<file path="src/rtl/sti_rx_deserializer_if.sv">
// Bundled serial-in / parallel-out signals of the STI receive deserializer.
// Optional pad checking in the attached block is controlled by PAD_CHECK_EN.
interface sti_rx_deserializer_if #(
  parameter int CNT_W = 8
);
  // Serial side has no back-pressure: every cycle with si_valid=1 carries one bit
  // that must be consumed. po_valid/abort_err/pad_err are single-cycle strobes
  // with no ready; po_data and frame_cnt are level outputs held between frames.
  logic             si_data;
  logic             si_valid;
  logic [1:0]       cfg_length;
  logic             cfg_msb;
  logic             cfg_fill;
  logic             cfg_low;
  logic [15:0]      po_data;
  logic             po_valid;
  logic             abort_err;
  logic             pad_err;
  logic [CNT_W-1:0] frame_cnt;
  logic             state_dbg;

  modport master (
    output si_data, si_valid, cfg_length, cfg_msb, cfg_fill, cfg_low,
    input  po_data, po_valid, abort_err, pad_err, frame_cnt, state_dbg
  );

  modport slave (
    input  si_data, si_valid, cfg_length, cfg_msb, cfg_fill, cfg_low,
    output po_data, po_valid, abort_err, pad_err, frame_cnt, state_dbg
  );
endinterface

</file>
<file path="src/rtl/sti_rx_deserializer.sv">
// STI link receiver: rebuilds a 16-bit word from an 8/16/24/32-bit serial frame.
// Define PAD_CHECK_EN to flag nonzero pad bits on 24/32-bit frames via pad_err.
module sti_rx_deserializer #(
  parameter int CNT_W = 8
) (
  input  logic                   clk,
  input  logic                   reset_n,
  sti_rx_deserializer_if.slave   bus
);

  typedef enum logic {
    IDLE = 1'b0,
    RECV = 1'b1
  } state_t;

  state_t           state_q, state_d;
  logic [5:0]       cnt_q;
  logic [30:0]      shift_q;
  logic [31:0]      shift_d;
  logic [1:0]       len_q;
  logic             msb_q, fill_q, low_q;
  logic             start, finish, abort;
  logic [15:0]      word_d;
  logic [15:0]      field;
  logic [7:0]       byte_v;
  logic             pad_bad;
  logic [15:0]      po_data_q;
  logic             po_valid_q, abort_err_q, pad_err_q;
  logic [CNT_W-1:0] frame_cnt_q;

  function automatic logic [7:0] rev8(input logic [7:0] v);
    logic [7:0] r;
    for (int i = 0; i < 8; i++) r[i] = v[7-i];
    return r;
  endfunction

  function automatic logic [15:0] rev16(input logic [15:0] v);
    logic [15:0] r;
    for (int i = 0; i < 16; i++) r[i] = v[15-i];
    return r;
  endfunction

  // Completion is decided on the edge that samples the last bit, so RECV never
  // sees cnt_q == N; any gap in si_valid while in RECV is a truncated frame.
  always_comb begin
    state_d = state_q;
    start   = 1'b0;
    finish  = 1'b0;
    abort   = 1'b0;
    shift_d = {shift_q, bus.si_data};
    case (state_q)
      IDLE: begin
        if (bus.si_valid) begin
          start   = 1'b1;
          state_d = RECV;
          shift_d = {31'd0, bus.si_data};
        end
      end
      RECV: begin
        if (!bus.si_valid) begin
          abort   = 1'b1;
          state_d = IDLE;
        end else if (cnt_q == {1'b0, len_q, 3'b111}) begin
          finish  = 1'b1;
          state_d = IDLE;
        end
      end
      default: state_d = IDLE;
    endcase
  end

  always_ff @(posedge clk or negedge reset_n) begin
    if (!reset_n) state_q <= IDLE;
    else          state_q <= state_d;
  end

  // Word reconstruction from the frame as it will look after this edge's shift.
  always_comb begin
    word_d = 16'd0;
    field  = 16'd0;
    byte_v = 8'd0;
    case (len_q)
      2'd0: begin
        byte_v = msb_q ? shift_d[7:0] : rev8(shift_d[7:0]);
        word_d = low_q ? {byte_v, 8'h00} : {8'h00, byte_v};
      end
      2'd1: word_d = msb_q ? shift_d[15:0] : rev16(shift_d[15:0]);
      2'd2: begin
        field  = (fill_q == msb_q) ? shift_d[23:8] : shift_d[15:0];
        word_d = msb_q ? field : rev16(field);
      end
      default: begin
        field  = (fill_q == msb_q) ? shift_d[31:16] : shift_d[15:0];
        word_d = msb_q ? field : rev16(field);
      end
    endcase
  end

`ifdef PAD_CHECK_EN
  logic [15:0] pad;

  always_comb begin
    pad = 16'd0;
    case (len_q)
      2'd2:    pad = (fill_q == msb_q) ? {8'h00, shift_d[7:0]} : {8'h00, shift_d[23:16]};
      2'd3:    pad = (fill_q == msb_q) ? shift_d[15:0] : shift_d[31:16];
      default: pad = 16'd0;
    endcase
  end

  assign pad_bad = len_q[1] && (pad != 16'd0);
`else
  assign pad_bad = 1'b0;
`endif

  always_ff @(posedge clk or negedge reset_n) begin
    if (!reset_n) begin
      cnt_q       <= 6'd0;
      shift_q     <= 31'd0;
      len_q       <= 2'd0;
      msb_q       <= 1'b0;
      fill_q      <= 1'b0;
      low_q       <= 1'b0;
      po_data_q   <= 16'd0;
      po_valid_q  <= 1'b0;
      abort_err_q <= 1'b0;
      pad_err_q   <= 1'b0;
      frame_cnt_q <= '0;
    end else begin
      po_valid_q  <= finish;
      abort_err_q <= abort;
      pad_err_q   <= finish & pad_bad;
      if (start) begin
        len_q   <= bus.cfg_length;
        msb_q   <= bus.cfg_msb;
        fill_q  <= bus.cfg_fill;
        low_q   <= bus.cfg_low;
        cnt_q   <= 6'd1;
        shift_q <= shift_d[30:0];
      end else if (state_q == RECV && bus.si_valid) begin
        cnt_q   <= cnt_q + 6'd1;
        shift_q <= shift_d[30:0];
      end
      if (finish) begin
        po_data_q   <= word_d;
        frame_cnt_q <= frame_cnt_q + 1'b1;
      end
    end
  end

  assign bus.po_data   = po_data_q;
  assign bus.po_valid  = po_valid_q;
  assign bus.abort_err = abort_err_q;
  assign bus.pad_err   = pad_err_q;
  assign bus.frame_cnt = frame_cnt_q;
  assign bus.state_dbg = state_q;

endmodule

</file>
<file path="src/flat_wrapper.sv">
// flat-port wrapper written by rule: the top's interface ports become plain ports
module sti_rx_deserializer_flat 
#(
  parameter int CNT_W = 8
)
  (clk, reset_n, bus_si_data, bus_si_valid, bus_cfg_length, bus_cfg_msb, bus_cfg_fill, bus_cfg_low, bus_po_data, bus_po_valid, bus_abort_err, bus_pad_err, bus_frame_cnt, bus_state_dbg);
  sti_rx_deserializer_if #(.CNT_W(CNT_W)) bus_i ();
  input  logic clk;
  input  logic reset_n;
  input wire logic [$bits(bus_i.si_data)-1:0] bus_si_data;
  input wire logic [$bits(bus_i.si_valid)-1:0] bus_si_valid;
  input wire logic [$bits(bus_i.cfg_length)-1:0] bus_cfg_length;
  input wire logic [$bits(bus_i.cfg_msb)-1:0] bus_cfg_msb;
  input wire logic [$bits(bus_i.cfg_fill)-1:0] bus_cfg_fill;
  input wire logic [$bits(bus_i.cfg_low)-1:0] bus_cfg_low;
  output wire logic [$bits(bus_i.po_data)-1:0] bus_po_data;
  output wire logic [$bits(bus_i.po_valid)-1:0] bus_po_valid;
  output wire logic [$bits(bus_i.abort_err)-1:0] bus_abort_err;
  output wire logic [$bits(bus_i.pad_err)-1:0] bus_pad_err;
  output wire logic [$bits(bus_i.frame_cnt)-1:0] bus_frame_cnt;
  output wire logic [$bits(bus_i.state_dbg)-1:0] bus_state_dbg;
  assign bus_i.si_data = bus_si_data;
  assign bus_i.si_valid = bus_si_valid;
  assign bus_i.cfg_length = bus_cfg_length;
  assign bus_i.cfg_msb = bus_cfg_msb;
  assign bus_i.cfg_fill = bus_cfg_fill;
  assign bus_i.cfg_low = bus_cfg_low;
  assign bus_po_data = bus_i.po_data;
  assign bus_po_valid = bus_i.po_valid;
  assign bus_abort_err = bus_i.abort_err;
  assign bus_pad_err = bus_i.pad_err;
  assign bus_frame_cnt = bus_i.frame_cnt;
  assign bus_state_dbg = bus_i.state_dbg;
  sti_rx_deserializer #(.CNT_W(CNT_W)) u_core (.clk(clk), .reset_n(reset_n), .bus(bus_i));
endmodule
</file>
<file path="config.mk">
export PLATFORM = sky130hd
export DESIGN_NAME = sti_rx_deserializer_flat
export DESIGN_NICKNAME = d
export VERILOG_FILES = /design/src/rtl/sti_rx_deserializer_if.sv /design/src/rtl/sti_rx_deserializer.sv /design/src/flat_wrapper.sv
export SDC_FILE = /design/constraint.sdc
export NUM_CORES = 1
export LEC_CHECK = 0
export BUFFER_PORTS_ARGS = -buffer_cell sky130_fd_sc_hd__buf_4
export CAP_MARGIN = 20
export CORE_ASPECT_RATIO = 0.6
export CORE_MARGIN = 4
export CORE_UTILIZATION = 40
export DETAILED_ROUTE_END_ITERATION = 6
export MAX_ROUTING_LAYER = met4
export PLACE_DENSITY = 0.64
export RECOVER_POWER = 25
export SYNTH_ARGS = -nofsm -noshare
export SYNTH_HDL_FRONTEND = slang
export SYNTH_SLANG_ARGS = --single-unit
</file>
<file path="constraint.sdc">
create_clock -name clk -period 2 [get_ports clk]
set_input_delay 0.5 -clock clk [delete_from_list [all_inputs] [get_ports clk]]
set_output_delay 0.5 -clock clk [all_outputs]
set_load 0.1 [all_outputs]
</file>
==> out/qor.log <==
qor: status.status complete, no violations
qor: logic_synthesis.ys_warn_count 0
qor: clock_tree.clock_latency_on_the_worst_skew_pair 330 ps
qor: clock_tree.clk_transition_reported_paths 50 ps
qor: place.globalplace.congestion 0.910
qor: hold_path.min_path_type input port to async pin
qor: floorplanning.dieWidth 142 um
qor: global_route.grt.total_usage 0.201
qor: finish.synthToLayoutAreaGrowth 20.1%
qor: logic_synthesis.synth_fp_nets 471
qor: power.power.net_switching 1.86 mW
qor: logic_synthesis.synth-edff-count 0
qor: finish.final_common_cell sky130_fd_sc_hd__buf_4
qor: floorplanning.die-height 88.6 um
qor: global_route.grt_use_met2 0.280
qor: logic_synthesis.yosys.area.top_type_share 0.399
qor: global_route.grt_pass1_wl 18900 um
qor: finish.finalCoreUtilization 0.493
qor: finish.final-seq-area 1730 sq um
qor: sta.timing.final.hold_violations 0
qor: place.io_buffer_count 35
qor: global_route.first_global_vias 3441
qor: logic_synthesis.synthesis.area_per_instance 9.41 sq um
qor: logic_synthesis.synthesis.instances 460
qor: power.cellPowerDensity 949 nW/um^2
qor: detailed_routing.drt_pass1_iterations 5
qor: logic_synthesis.ys_seq_area_frac 0.399
qor: logic_synthesis.mappedNetlistArea 4330 sq um
qor: critical_path.path_class flop to flop
qor: power.internal-power 3.07 mW
qor: sta.period_share 0.952
qor: sta.finalSetupViolations 0
qor: floorplanning.placementRows 29
qor: clock_tree.cts_hold_buf 0
qor: logic_synthesis.synth_cell_type_count 59
qor: finish.antenna_cells 0
qor: power.power.static_leakage 2.25 nW
qor: sta.min_period 1900 ps
qor: detailed_routing.per_cell_via_count_in_the_routed_design 5.71
qor: finish.top_library_cells_by_usage_in_the_layout_fill_and_taps_aside 80 x sky130_fd_sc_hd__buf_4, 74 x sky130_fd_sc_hd__nand2_1, 66 x sky130_fd_sc_hd__dfrtp_1, 47 x sky130_fd_sc_hd__o21ai_0, 39 x sky130_fd_sc_hd__nand3_1
qor: logic_synthesis.synth-seq-cells 69
qor: floorplanning.die_area 12600 sq um
qor: logic_synthesis.ys_top_cells_by_area sky130_fd_sc_hd__dfrtp_1 40%, sky130_fd_sc_hd__nand2_1 6.4%, sky130_fd_sc_hd__mux4_2 5.7%
qor: global_route.pin_count_of_the_biggest_net_entering_global_routing 42
qor: sta.worst_slew_pin_slew 828 ps
qor: detailed_routing.detail-route-antenna-nets 0
qor: power.clock_power_share 0.337
qor: power.power.sequential.fraction 0.341
qor: critical_path.timing.critical_path.fanout_max 9
qor: sta.peak_clock_frequency_supported_by_timing 525 MHz
qor: finish.number_of_nets_in_the_layout 520
qor: floorplanning.initial_utilization 0.410
qor: critical_path.rr_worst_depth 7
qor: detailed_routing.routedWlPerCell 18.0 um
qor: sta.finalClockSkew 6.34 ps
qor: critical_path.worstSetupStartpointType flop
qor: detailed_routing.finalWirelength 11800 um
qor: global_route.globalRouteMet3Util 0.0572
qor: run.max_cap_violations 0
qor: sta.layout_setup_ws 96.3 ps
qor: clock_tree.clock_tree_buffer_depth 2
qor: clock_tree.htreeDepth 3
qor: global_route.grt_antenna_before_repair 0
qor: power.sw_ratio 0.377
qor: logic_synthesis.asyncSetResetFlopFracSynth 1.00
qor: power.pwr-share-comb 0.322
qor: floorplanning.fp.coreArea 10600 sq um
qor: detailed_routing.overall_via_count_from_detail_route 3727
qor: sta.final_max_slew_viol_count 0
qor: clock_tree.numClockSinks 69
qor: global_route.global_route.usage.met1 0.291
qor: detailed_routing.post_detailed_route_drc_marker_count 0
qor: clock_tree.cts-buffers-inserted 9
qor: power.power.ir.vdd_worst 0.599 mV
qor: finish.postLayoutCellArea 5200 sq um
qor: finish.multi_input_area 2190 sq um
qor: logic_synthesis.most_used_dff_post_synth sky130_fd_sc_hd__dfrtp_1
qor: clock_tree.tritoncts_clock_tree done
qor: critical_path.worstSetupEndpointType flop
qor: critical_path.data_arrival_time_of_the_critical_path 2120 ps
qor: global_route.grt_busiest_layer met1
qor: place.dp_worst_setup_slack 71.0 ps
qor: global_route.grt_overflow 0
qor: critical_path.cp_data_required_time 2220 ps
qor: floorplanning.floorplan.io_pins 37
qor: sta.max-slew-margin-rel 0.448
qor: place.placement.cell_area 4830 sq um
qor: detailed_routing.dr.first_iter.drc_count 534
qor: finish.fill_cells 962
qor: finish.post_route_cells_drive_above_1_share 0.251
qor: clock_tree.clock_tree.root_cell sky130_fd_sc_hd__clkbuf_16
qor: place.dp_hpwl 8350 um
qor: logic_synthesis.synth_top_cell_by_area sky130_fd_sc_hd__dfrtp_1
[cell usage after synthesis, types with 3 or more instances]
cell	n
sky130_fd_sc_hd__a21oi_1	8
sky130_fd_sc_hd__a221oi_1	5
sky130_fd_sc_hd__a31oi_1	10
sky130_fd_sc_hd__buf_2	6
sky130_fd_sc_hd__buf_4	3
sky130_fd_sc_hd__buf_6	11
sky130_fd_sc_hd__clkbuf_1	19
sky130_fd_sc_hd__clkbuf_2	3
sky130_fd_sc_hd__clkbuf_8	3
sky130_fd_sc_hd__dfrtp_1	69
sky130_fd_sc_hd__inv_1	34
sky130_fd_sc_hd__mux2_2	7
sky130_fd_sc_hd__mux2i_1	14
sky130_fd_sc_hd__mux4_1	7
sky130_fd_sc_hd__mux4_2	11
sky130_fd_sc_hd__nand2_1	74
sky130_fd_sc_hd__nand3_1	39
sky130_fd_sc_hd__nand4_1	7
sky130_fd_sc_hd__nor2_1	12
sky130_fd_sc_hd__nor2b_1	5
sky130_fd_sc_hd__nor4_1	3
sky130_fd_sc_hd__o211ai_1	7
sky130_fd_sc_hd__o21ai_0	47
sky130_fd_sc_hd__o311ai_0	4
sky130_fd_sc_hd__o41ai_1	4
sky130_fd_sc_hd__xnor2_1	5
sky130_fd_sc_hd__xor2_1	5
[layer usage]
metal	routed length, um	up-vias
met4	179	0
met3	1070	18
met5	0	-
li1	-	1749
met1	5670	1767
met2	4870	193
[sequential cells by signal, indices dropped and copies added, names as in the netlist]
| register | cells |
|---|---|
| u_core.bus.abort_err | 1 |
| u_core.bus.frame_cnt | 8 |
| u_core.bus.po_data | 16 |
| u_core.bus.po_valid | 1 |
| u_core.bus.state_dbg | 1 |
| u_core.cnt_q | 6 |
| u_core.fill_q | 1 |
| u_core.len_q | 2 |
| u_core.low_q | 1 |
| u_core.msb_q | 1 |
| u_core.shift_q | 31 |
[per-stage QoR]
stage	std cells	power [mW]	TNS, ps	hold slack, ps
after floorplan	460	2.87	0	204
after global placement	632	3.24	0	460
after detailed placement	632	3.26	0	468
after CTS	648	4.93	0	129
after global routing	653	5.14	-5.90	329
final	653	4.93	0	265
[power groups by stage]
stage | registers [mW] | logic [mW] | clock network [mW]
final | 1.68 | 1.59 | 1.66
after global placement | 1.69 | 1.54 | 0
after CTS | 1.68 | 1.56 | 1.70
after detailed placement | 1.70 | 1.55 | 0
after global routing | 1.70 | 1.68 | 1.76
after floorplan | 2.31 | 0.563 | 0
[layout make-up]
type | instances | area share
Timing Repair Buffer | 84 | 0.128
Sequential cell | 69 | 0.333
Clock buffer | 11 | 0.0447
Multi-Input combinational cell | 310 | 0.420
Tap cell | 139 | 0.0334
Clock inverter | 5 | 0.0144
Inverter | 35 | 0.0257
[path summary, 6_finish.rpt]
kind | start | endpoint | slack (ps)
max | u_core.len_q[1] | u_core.bus.frame_cnt[5] | 100
min | reset_n | u_core.low_q | 260
max reg2reg | u_core.len_q[1] | u_core.bus.frame_cnt[5] | 100
min reg2reg | u_core.bus.po_data[3] | u_core.bus.po_data[3] | 480
max in group asynchronous | reset_n | u_core.bus.state_dbg | 1030
min in group clk | bus_cfg_low | u_core.low_q | 360
[cells by family (layout without fill, tap and decap cells)]
| logic type | after synthesis | in the layout | synth area share |
|---|---|---|---|
| adders and majority gates | 2 | 2 | 0.00578 |
| xor gates and xnor gates | 11 | 11 | 0.0240 |
| muxes | 39 | 39 | 0.150 |
| other | 1 | 1 | 0.000866 |
| buffers and inverters | 81 | 135 | 0.102 |
| DFF | 69 | 69 | 0.399 |
| and+or+nand+nor | 156 | 156 | 0.171 |
| AOI/OAI and AO/OA | 101 | 101 | 0.147 |
[critical path, cell delays in order, from the launching register on]
cell and delay (ps):
sky130_fd_sc_hd__dfrtp_1 540, sky130_fd_sc_hd__xor2_1 240, sky130_fd_sc_hd__nor3_2 290, sky130_fd_sc_hd__nand2_2 140, sky130_fd_sc_hd__inv_4 100, sky130_fd_sc_hd__and4_4 250, sky130_fd_sc_hd__nand3_1 90, sky130_fd_sc_hd__xnor2_1 130
[repair_timing]
action,in CTS,in global routing
gates resized for setup,0,6
setup buffers,0,5
setup endpoints to repair,0,9
No activity file was read; power rests on OpenSTA's default activity.
